**src/rtl/wu_fetch_pipe_pkg.sv**
```systemverilog
// wu_fetch_pipe_pkg: shared types and default widths for the WU fetch pipe.
// Holds the fetch FSM encoding and parameter defaults.
package wu_fetch_pipe_pkg;

   typedef enum logic [1:0] {
      WF_IDLE  = 2'd0,
      WF_FETCH = 2'd1,
      WF_DRAIN = 2'd2,
      WF_DONE  = 2'd3
   } wf_state_e;

   localparam int WF_ADDR_W     = 24;
   localparam int WF_DATA_W     = 64;
   localparam int WF_RD_LAT     = 1;
   localparam int WF_FIFO_DEPTH = 4;

endpackage

```
**src/rtl/wu_fetch_pipe_if.sv**
```systemverilog
// wu_fetch_pipe_if: WU memory read bus and WU decoder handshake.
// master = fetcher side, slave = memory/decoder side.
interface wu_fetch_pipe_if
   import wu_fetch_pipe_pkg::*;
#(
   parameter int ADDR_W = WF_ADDR_W,
   parameter int DATA_W = WF_DATA_W
);

   logic              wuf__wum__read;
   logic [ADDR_W-1:0] wuf__wum__addr;
   logic              wum__wuf__valid;
   logic              wum__wuf__halt;
   logic [DATA_W-1:0] wum__wuf__data;

   logic              wuf__wud__valid;
   logic [DATA_W-1:0] wuf__wud__data;
   logic              wuf__wud__halt;
   logic              wud__wuf__ready;
   logic              wud__wuf__redirect;
   logic [ADDR_W-1:0] wud__wuf__redirect_addr;

   modport master (
      output wuf__wum__read,
      output wuf__wum__addr,
      input  wum__wuf__valid,
      input  wum__wuf__halt,
      input  wum__wuf__data,
      output wuf__wud__valid,
      output wuf__wud__data,
      output wuf__wud__halt,
      input  wud__wuf__ready,
      input  wud__wuf__redirect,
      input  wud__wuf__redirect_addr
   );

   modport slave (
      input  wuf__wum__read,
      input  wuf__wum__addr,
      output wum__wuf__valid,
      output wum__wuf__halt,
      output wum__wuf__data,
      input  wuf__wud__valid,
      input  wuf__wud__data,
      input  wuf__wud__halt,
      output wud__wuf__ready,
      output wud__wuf__redirect,
      output wud__wuf__redirect_addr
   );

endinterface

```
**src/rtl/wu_fetch_pipe_fifo.sv**
```systemverilog
// wu_fetch_pipe_fifo: generic sync FIFO with push/pop/flush and occupancy.
// Ports: clk, reset_poweron, push, pop, flush, din, dout (head), count, empty.
module wu_fetch_pipe_fifo #(
   parameter int W     = 65,
   parameter int DEPTH = 4
) (
   input  logic                     clk,
   input  logic                     reset_poweron,
   input  logic                     push,
   input  logic                     pop,
   input  logic                     flush,
   input  logic [W-1:0]             din,
   output logic [W-1:0]             dout,
   output logic [$clog2(DEPTH):0]   count,
   output logic                     empty
);

   localparam int AW = $clog2(DEPTH);
   localparam logic [AW:0] FULL_C = (AW+1)'(DEPTH);

   logic [W-1:0]  mem [DEPTH];
   logic [AW-1:0] wr_ptr;
   logic [AW-1:0] rd_ptr;
   logic          full;
   logic          do_push;
   logic          do_pop;

   assign empty   = (count == '0);
   assign full    = (count == FULL_C);
   assign do_pop  = pop && !empty;
   // A full FIFO can still take a word when the head leaves this cycle.
   assign do_push = push && (!full || do_pop);
   assign dout    = mem[rd_ptr];

   always_ff @(posedge clk) begin
      if (do_push) begin
         mem[wr_ptr] <= din;
      end
   end

   always_ff @(posedge clk) begin
      if (reset_poweron || flush) begin
         wr_ptr <= '0;
         rd_ptr <= '0;
         count  <= '0;
      end else begin
         assert (!(push && full && !do_pop));
         if (do_push) begin
            wr_ptr <= wr_ptr + AW'(1);
         end
         if (do_pop) begin
            rd_ptr <= rd_ptr + AW'(1);
         end
         unique case ({do_push, do_pop})
            2'b10:   count <= count + (AW+1)'(1);
            2'b01:   count <= count - (AW+1)'(1);
            default: count <= count;
         endcase
      end
   end

endmodule

```
**src/rtl/wu_fetch_pipe.sv**
```systemverilog
// wu_fetch_pipe: sequential WU prefetcher with credit-checked FIFO, halt
// drain, decoder redirect with in-flight flush and start/done control.
// Ports: clk, reset_poweron, mcntl start/start_addr/enable/busy/done,
// bus (wu_fetch_pipe_if.master: WU memory reads + decoder handshake).
// Macro WU_FETCH_PERF_EN adds wuf__sys__fetch_count / stall_count.
module wu_fetch_pipe
   import wu_fetch_pipe_pkg::*;
#(
   parameter int ADDR_W     = WF_ADDR_W,
   parameter int DATA_W     = WF_DATA_W,
   parameter int RD_LAT     = WF_RD_LAT,
   parameter int FIFO_DEPTH = WF_FIFO_DEPTH
) (
   input  logic              clk,
   input  logic              reset_poweron,
   input  logic              mcntl__wuf__start,
   input  logic [ADDR_W-1:0] mcntl__wuf__start_addr,
   input  logic              mcntl__wuf__enable,
   output logic              wuf__mcntl__busy,
   output logic              wuf__mcntl__done,
`ifdef WU_FETCH_PERF_EN
   output logic [31:0]       wuf__sys__fetch_count,
   output logic [31:0]       wuf__sys__stall_count,
`endif
   wu_fetch_pipe_if.master   bus
);

   localparam int CNT_W = $clog2(FIFO_DEPTH) + 1;
   localparam logic [CNT_W:0] CREDITS = (CNT_W+1)'(FIFO_DEPTH);

   wf_state_e         state;
   wf_state_e         state_nx;
   logic [ADDR_W-1:0] pc;
   logic              epoch;
   logic [CNT_W-1:0]  in_flight;
   logic [CNT_W-1:0]  fifo_cnt;
   logic              fifo_empty;
   logic [DATA_W-1:0] head_data;
   logic              head_halt;

   // Per-slot return tracking, one bit per cycle of read latency.
   // live: a real read is returning (drives in_flight).
   // keep: the read survived any flush since it was issued.
   logic [RD_LAT-1:0] live_q;
   logic [RD_LAT-1:0] keep_q;
   logic [RD_LAT-1:0] tag_q;

   logic active;
   logic redir;
   logic start_ok;
   logic ret_live;
   logic ret_ok;
   logic push;
   logic halt_push;
   logic kill;
   logic credit_ok;
   logic issue;
   logic pop;

   assign active   = (state == WF_FETCH) || (state == WF_DRAIN);
   assign redir    = bus.wud__wuf__redirect && active;
   assign start_ok = mcntl__wuf__start && (state == WF_IDLE);

   assign ret_live = bus.wum__wuf__valid && live_q[RD_LAT-1]
                     && (in_flight != '0);
   assign ret_ok   = ret_live && keep_q[RD_LAT-1]
                     && (tag_q[RD_LAT-1] == epoch);

   assign push      = ret_ok && !redir && (state == WF_FETCH);
   assign halt_push = push && bus.wum__wuf__halt;
   assign kill      = redir || halt_push;

   assign credit_ok = ({1'b0, in_flight} + {1'b0, fifo_cnt}) < CREDITS;
   assign issue     = (state == WF_FETCH) && mcntl__wuf__enable
                      && credit_ok && !redir && !halt_push;

   assign pop = bus.wuf__wud__valid && bus.wud__wuf__ready;

   wu_fetch_pipe_fifo #(
      .W     (DATA_W + 1),
      .DEPTH (FIFO_DEPTH)
   ) u_fifo (
      .clk           (clk),
      .reset_poweron (reset_poweron),
      .push          (push),
      .pop           (pop),
      .flush         (redir),
      .din           ({bus.wum__wuf__halt, bus.wum__wuf__data}),
      .dout          ({head_halt, head_data}),
      .count         (fifo_cnt),
      .empty         (fifo_empty)
   );

   always_ff @(posedge clk) begin
      if (reset_poweron) begin
         state <= WF_IDLE;
      end else begin
         state <= state_nx;
      end
   end

   always_comb begin
      state_nx = state;
      unique case (state)
         WF_IDLE: begin
            if (mcntl__wuf__start) state_nx = WF_FETCH;
         end
         WF_FETCH: begin
            if (redir)          state_nx = WF_FETCH;
            else if (halt_push) state_nx = WF_DRAIN;
         end
         WF_DRAIN: begin
            if (redir) begin
               state_nx = WF_FETCH;
            end else if (fifo_empty && (in_flight == '0)) begin
               state_nx = WF_DONE;
            end
         end
         WF_DONE: begin
            state_nx = WF_IDLE;
         end
         default: state_nx = WF_IDLE;
      endcase
   end

   always_ff @(posedge clk) begin
      if (reset_poweron) begin
         pc        <= '0;
         epoch     <= 1'b0;
         in_flight <= '0;
      end else begin
         if (start_ok) begin
            pc <= mcntl__wuf__start_addr;
         end else if (redir) begin
            pc <= bus.wud__wuf__redirect_addr;
         end else if (issue) begin
            pc <= pc + ADDR_W'(1);
         end
         if (kill) begin
            epoch <= ~epoch;
         end
         in_flight <= in_flight + CNT_W'(issue) - CNT_W'(ret_live);
      end
   end

   always_ff @(posedge clk) begin
      if (reset_poweron) begin
         live_q <= '0;
         keep_q <= '0;
         tag_q  <= '0;
      end else begin
         live_q[0] <= issue;
         keep_q[0] <= issue;
         tag_q[0]  <= epoch;
         for (int i = 1; i < RD_LAT; i++) begin
            live_q[i] <= live_q[i-1];
            keep_q[i] <= keep_q[i-1] && !kill;
            tag_q[i]  <= tag_q[i-1];
         end
      end
   end

   assign wuf__mcntl__busy = (state != WF_IDLE);
   assign wuf__mcntl__done = (state == WF_DONE);

   assign bus.wuf__wum__read = issue;
   assign bus.wuf__wum__addr = issue ? pc : '0;

   assign bus.wuf__wud__valid = !fifo_empty;
   assign bus.wuf__wud__data  = fifo_empty ? '0 : head_data;
   assign bus.wuf__wud__halt  = !fifo_empty && head_halt;

`ifdef WU_FETCH_PERF_EN
   logic [31:0] fetch_cnt_q;
   logic [31:0] stall_cnt_q;
   logic        stall;

   assign stall = (state == WF_FETCH) && mcntl__wuf__enable && !credit_ok;

   always_ff @(posedge clk) begin
      if (reset_poweron || start_ok) begin
         fetch_cnt_q <= '0;
         stall_cnt_q <= '0;
      end else begin
         if (push && (fetch_cnt_q != '1)) begin
            fetch_cnt_q <= fetch_cnt_q + 32'd1;
         end
         if (stall && (stall_cnt_q != '1)) begin
            stall_cnt_q <= stall_cnt_q + 32'd1;
         end
      end
   end

   assign wuf__sys__fetch_count = fetch_cnt_q;
   assign wuf__sys__stall_count = stall_cnt_q;
`endif

endmodule

```
**src/flat_wrapper.sv**
```systemverilog
// flat-port wrapper written by rule: the top's interface ports become plain ports
module wu_fetch_pipe_flat import wu_fetch_pipe_pkg::*;
#(
   parameter int ADDR_W     = WF_ADDR_W,
   parameter int DATA_W     = WF_DATA_W,
   parameter int RD_LAT     = WF_RD_LAT,
   parameter int FIFO_DEPTH = WF_FIFO_DEPTH
)
  (clk, reset_poweron, mcntl__wuf__start, mcntl__wuf__start_addr, mcntl__wuf__enable, wuf__mcntl__busy, wuf__mcntl__done, bus_wuf__wum__read, bus_wuf__wum__addr, bus_wum__wuf__valid, bus_wum__wuf__halt, bus_wum__wuf__data, bus_wuf__wud__valid, bus_wuf__wud__data, bus_wuf__wud__halt, bus_wud__wuf__ready, bus_wud__wuf__redirect, bus_wud__wuf__redirect_addr);
  wu_fetch_pipe_if #(.ADDR_W(ADDR_W), .DATA_W(DATA_W)) bus_i ();
  input  logic clk;
  input  logic reset_poweron;
  input  logic mcntl__wuf__start;
  input  logic [ADDR_W-1:0] mcntl__wuf__start_addr;
  input  logic mcntl__wuf__enable;
  output logic wuf__mcntl__busy;
  output logic wuf__mcntl__done;
  output wire logic [$bits(bus_i.wuf__wum__read)-1:0] bus_wuf__wum__read;
  output wire logic [$bits(bus_i.wuf__wum__addr)-1:0] bus_wuf__wum__addr;
  input wire logic [$bits(bus_i.wum__wuf__valid)-1:0] bus_wum__wuf__valid;
  input wire logic [$bits(bus_i.wum__wuf__halt)-1:0] bus_wum__wuf__halt;
  input wire logic [$bits(bus_i.wum__wuf__data)-1:0] bus_wum__wuf__data;
  output wire logic [$bits(bus_i.wuf__wud__valid)-1:0] bus_wuf__wud__valid;
  output wire logic [$bits(bus_i.wuf__wud__data)-1:0] bus_wuf__wud__data;
  output wire logic [$bits(bus_i.wuf__wud__halt)-1:0] bus_wuf__wud__halt;
  input wire logic [$bits(bus_i.wud__wuf__ready)-1:0] bus_wud__wuf__ready;
  input wire logic [$bits(bus_i.wud__wuf__redirect)-1:0] bus_wud__wuf__redirect;
  input wire logic [$bits(bus_i.wud__wuf__redirect_addr)-1:0] bus_wud__wuf__redirect_addr;
  assign bus_wuf__wum__read = bus_i.wuf__wum__read;
  assign bus_wuf__wum__addr = bus_i.wuf__wum__addr;
  assign bus_i.wum__wuf__valid = bus_wum__wuf__valid;
  assign bus_i.wum__wuf__halt = bus_wum__wuf__halt;
  assign bus_i.wum__wuf__data = bus_wum__wuf__data;
  assign bus_wuf__wud__valid = bus_i.wuf__wud__valid;
  assign bus_wuf__wud__data = bus_i.wuf__wud__data;
  assign bus_wuf__wud__halt = bus_i.wuf__wud__halt;
  assign bus_i.wud__wuf__ready = bus_wud__wuf__ready;
  assign bus_i.wud__wuf__redirect = bus_wud__wuf__redirect;
  assign bus_i.wud__wuf__redirect_addr = bus_wud__wuf__redirect_addr;
  wu_fetch_pipe #(.ADDR_W(ADDR_W), .DATA_W(DATA_W), .RD_LAT(RD_LAT), .FIFO_DEPTH(FIFO_DEPTH)) u_core (.clk(clk), .reset_poweron(reset_poweron), .mcntl__wuf__start(mcntl__wuf__start), .mcntl__wuf__start_addr(mcntl__wuf__start_addr), .mcntl__wuf__enable(mcntl__wuf__enable), .wuf__mcntl__busy(wuf__mcntl__busy), .wuf__mcntl__done(wuf__mcntl__done), .bus(bus_i));
endmodule
```
**config.mk**
```make
export PLATFORM = sky130hd
export DESIGN_NAME = wu_fetch_pipe_flat
export DESIGN_NICKNAME = d
export VERILOG_FILES = /design/src/rtl/wu_fetch_pipe_pkg.sv /design/src/rtl/wu_fetch_pipe_if.sv /design/src/rtl/wu_fetch_pipe_fifo.sv /design/src/rtl/wu_fetch_pipe.sv /design/src/flat_wrapper.sv
export SDC_FILE = /design/constraint.sdc
export NUM_CORES = 1
export LEC_CHECK = 0
export CAP_MARGIN = 5
export CORE_MARGIN = 1
export CORE_UTILIZATION = 45
export CTS_CLUSTER_SIZE = 12
export DETAILED_ROUTE_END_ITERATION = 6
export GPL_TIMING_DRIVEN = 0
export PLACE_DENSITY = 0.69
export SETUP_SLACK_MARGIN = 0.2
export SLEW_MARGIN = 20
export SYNTH_ARGS = -nofsm -noshare
export SYNTH_HDL_FRONTEND = slang
export SYNTH_HIERARCHICAL = 1
export SYNTH_SLANG_ARGS = --single-unit
export TNS_END_PERCENT = 30
```
**constraint.sdc**
```tcl
create_clock -name clk -period 12.26 [get_ports clk]
set_input_delay 3.678 -clock clk [delete_from_list [all_inputs] [get_ports clk]]
set_output_delay 3.678 -clock clk [all_outputs]
set_load 0.05 [all_outputs]
```
==> flow_summary.toml <==
[sta]
fin_crit_ns = 10.57
timing.final.crit_share_pct = 86.2
maxSlewViolCount = 0
max_slew_margin_pct = 52.1
rsz0062_at_grt = "no"
max_freq_mhz = 94.6
final.setup.tns_ns = 0
setup_viol = 0
worst_pin_slew_ns = 0.712
hold_viol_final = 0
skew_ns = 0.00945

[synthesis]
synth_ff_type = "edfxtp_1"
synth_enable_flop_cells = 260
syn-num-nets = 887
synth_seq_cells = 301
yosys_warnings = 6
postSynthCellCount = 751
synth_top_area_cell = "edfxtp_1"
synth.most_common_cell = "edfxtp_1"
syn_area_sq_um = 12500
seq_area_frac_synth_pct = 68.8
syn_avg_cell_area_sq_um = 16.7
synth.distinct_cells = 58
synthArstFlopShare_pct = 0
synth_top_area_share_pct = 62.3
synthTopCellsByArea = "edfxtp_1 (62%), mux4_2 (12%), dfxtp_1 (6.5%)"
synth_commonest_cells = "edfxtp_1 (260), nor2b_1 (68), mux4_2 (65), dfxtp_1 (41), nor2_1 (29)"

[route]
vias_per_cell = 5.34
route.met3.wl_mm = 1.91
drt_wl_total_mm = 27.3
vias = 7450
wl_met2_mm = 13.5
drtPass1Iterations = 5
drcViolationCount = 0
drt-met1-wl_mm = 11.4
post_drt_wl_per_cell_um = 19.6
routed.top_layer = "met5"
ant_nets = 0
drtIter0Drc = 476

[die]
core-area_sq_um = 27200
die_y_um = 169
rows = 60
die_w_um = 169
io_pins = 213
fp.dieArea_sq_um = 28500
start_util_pct = 46.1

[global_routing]
antenna_found_initial = 1
track_usage_pct = 19.4
grt_pass1_vias = 7871
grt_overflow_total = 0
grt_max_degree = 45
grt_pass1_wl_mm = 43.1

[cells_and_area]
final_nets = 1136
regArea_sq_um = 8630
drive_above_1_share_pct = 13.4
syn_to_final_growth_pct = 28.7
design_area_sq_um = 16100
n_fill_cell = 2098
multi_input_area_sq_um = 3680

[clock_network]
root_buffer = "clkbuf_16"
cts_setup_buffers = 0
tritoncts = "built"
insertion_delay_ns = 0.54
cts.path.max_buffers = 3
cts_buffers = 31
clock-sinks = 301
htree_levels = 1
clk_pin_slew_ns = 0.06
ctsResizeCount = 0
cts_hold_buffers = 0

[critical_path]
cp-startpoint = "mcntl__wuf__enable"
reg2reg_depth = 11
cp-start-kind = "input pin"
end_kind = "primary output"
critPathCapture = "bus_wuf__wum__addr[21]"
slowest_delay_ns = 0.82
r2r_setup_slack_ns = 8.54
r2r_start = "u_core/state[1]$_SDFFE_PP0P_"
critPathMaxFanout = 10
critPathKind = "in2out"
crit_chain = "clkdlybuf4s50_1, or4b_4, a311oi_4, clkbuf_1, clkbuf_1, and3_1, clkdlybuf4s50_1"
arrival_ns = 6.89
cp_slowest_cell = "clkdlybuf4s50_1"
regToRegEndpoint = "u_core/u_fifo/mem[1][40]$_DFFE_PP_"
worstPathRequired_ns = 8.58

[placement]
portBuffers = 212
routabilityCongestion = 0.905
dpl_cell_area_sq_um = 15200
hpwlAfterDp_mm = 18.3

[flow_run]
maxCapViolations = 0

[pwr]
p_sw_share_pct = 24.0
p_per_area_nw_per_um2 = 140
pwr-share-comb_pct = 11.6
irDropWorstVdd_mv = 0.0993
pwr-share-clk_pct = 37.0
p_sw_uw = 544
pwr-share-seq_pct = 51.5
p_leak_nw = 5.19
internal_power_mw = 1.72

[outcome]
status = "finished, final reports clean"

[worst_hold_path]
hp-class = "reg2reg"
per-stage QoR:
stage	worst slack (ns)	hold slack, ns	power [mW]	std cells	utilization (%)
after floorplan	3.03	0.474	1.33	751	-
after global routing	1.58	0.549	2.35	1395	59.4
final	1.69	0.514	2.27	1396	59.4
after global placement	1.74	0.500	1.44	1335	55.7
after detailed placement	1.73	0.503	1.45	1339	56.1
after CTS	1.72	0.517	2.28	1395	59.4
per-layer routing:
metal / GRT usage, % / vias to the layer above
met5: 0 / -
met4: 5.45 / 2
met3: 4.04 / 46
met2: 33.3 / 276
met1: 25.1 / 3664
li1: - / 3462
critical path, delay by kind of cell:
family          cells  cell delay [ns]
simple gates        2             0.71
buf+inv             4             1.96
compound gates      1             0.54
power groups by stage:
stage | combinational, mW | sequential, mW | clock (mW)
5_1_grt | 0.285 | 1.17 | 0.895
3_3_place_gp | 0.256 | 1.18 | 0
3_5_place_dp | 0.259 | 1.19 | 0
4_1_cts | 0.261 | 1.16 | 0.857
6_report | 0.262 | 1.17 | 0.837
2_1_floorplan | 0.154 | 1.18 | 0
layout by cell type, fill, tap and decap left out, types with 12 or more instances in the layout:
| cell type | instances |
|---|---|
| and3_1 | 28 |
| nor2_1 | 29 |
| a31oi_1 | 12 |
| a21oi_1 | 12 |
| nand2_1 | 20 |
| o21ai_0 | 20 |
| clkbuf_1 | 39 |
| mux4_2 | 65 |
| clkbuf_16 | 31 |
| edfxtp_1 | 260 |
| ha_1 | 14 |
| dfxtp_1 | 41 |
| inv_1 | 15 |
| nor2b_1 | 68 |
| clkdlybuf4s50_1 | 212 |
| nand3_1 | 12 |
layout make-up:
type	count	share of cell area [%]
Inverter	17	0.395
Clock inverter	7	0.233
Tap cell	372	2.88
Clock buffer	49	5.35
Buffer	40	1.09
Timing Repair Buffer	216	13.8
Antenna cell	1	0.0155
Sequential cell	301	53.4
Multi-Input combinational cell	393	22.8
state kept, by name (all words and copies together), names as in the netlist, named ones only:
name and cells:
u_core/in_flight 3, u_core/u_fifo/wr_ptr 2, u_core/u_fifo/mem 260, u_core/pc 24
u_core/u_fifo/count 3, u_core/tag_q 1, u_core/epoch 1, u_core/keep_q 1
u_core/u_fifo/rd_ptr 2, u_core/state 2
cells by family (layout without fill, tap and decap cells):
| kind of cell | count (synthesis) | in the layout | synth area share [%] |
|---|---|---|---|
| flip-flops | 301 | 301 | 68.8 |
| multiplexers | 68 | 68 | 11.9 |
| adder cells (fa/ha/maj) | 16 | 16 | 1.72 |
| AND/OR/NAND/NOR | 205 | 205 | 9.63 |
| XOR/XNOR | 22 | 22 | 1.54 |
| AO/OA/AOI/OAI | 82 | 82 | 4.49 |
| buffers and inverters | 57 | 329 | 1.91 |
| other | 0 | 1 | 0 |
how the worst min path moves through the flow:
stage | start | to | slack [ns] | depth (start not counted)
floorplan | u_core/pc[17]$_SDFFE_PP0P_ | u_core/pc[17]$_SDFFE_PP0P_ | 0.47 | 2
global placement | u_core/pc[20]$_SDFFE_PP0P_ | u_core/pc[20]$_SDFFE_PP0P_ | 0.50 | 2
detailed placement | u_core/epoch$_SDFFE_PP0P_ | u_core/tag_q$_SDFF_PP0_ | 0.50 | 1
CTS | u_core/epoch$_SDFFE_PP0P_ | u_core/tag_q$_SDFF_PP0_ | 0.52 | 1
global route | u_core/epoch$_SDFFE_PP0P_ | u_core/tag_q$_SDFF_PP0_ | 0.55 | 1
finish | u_core/epoch$_SDFFE_PP0P_ | u_core/tag_q$_SDFF_PP0_ | 0.51 | 1
Power figures use the tool's default switching activity.
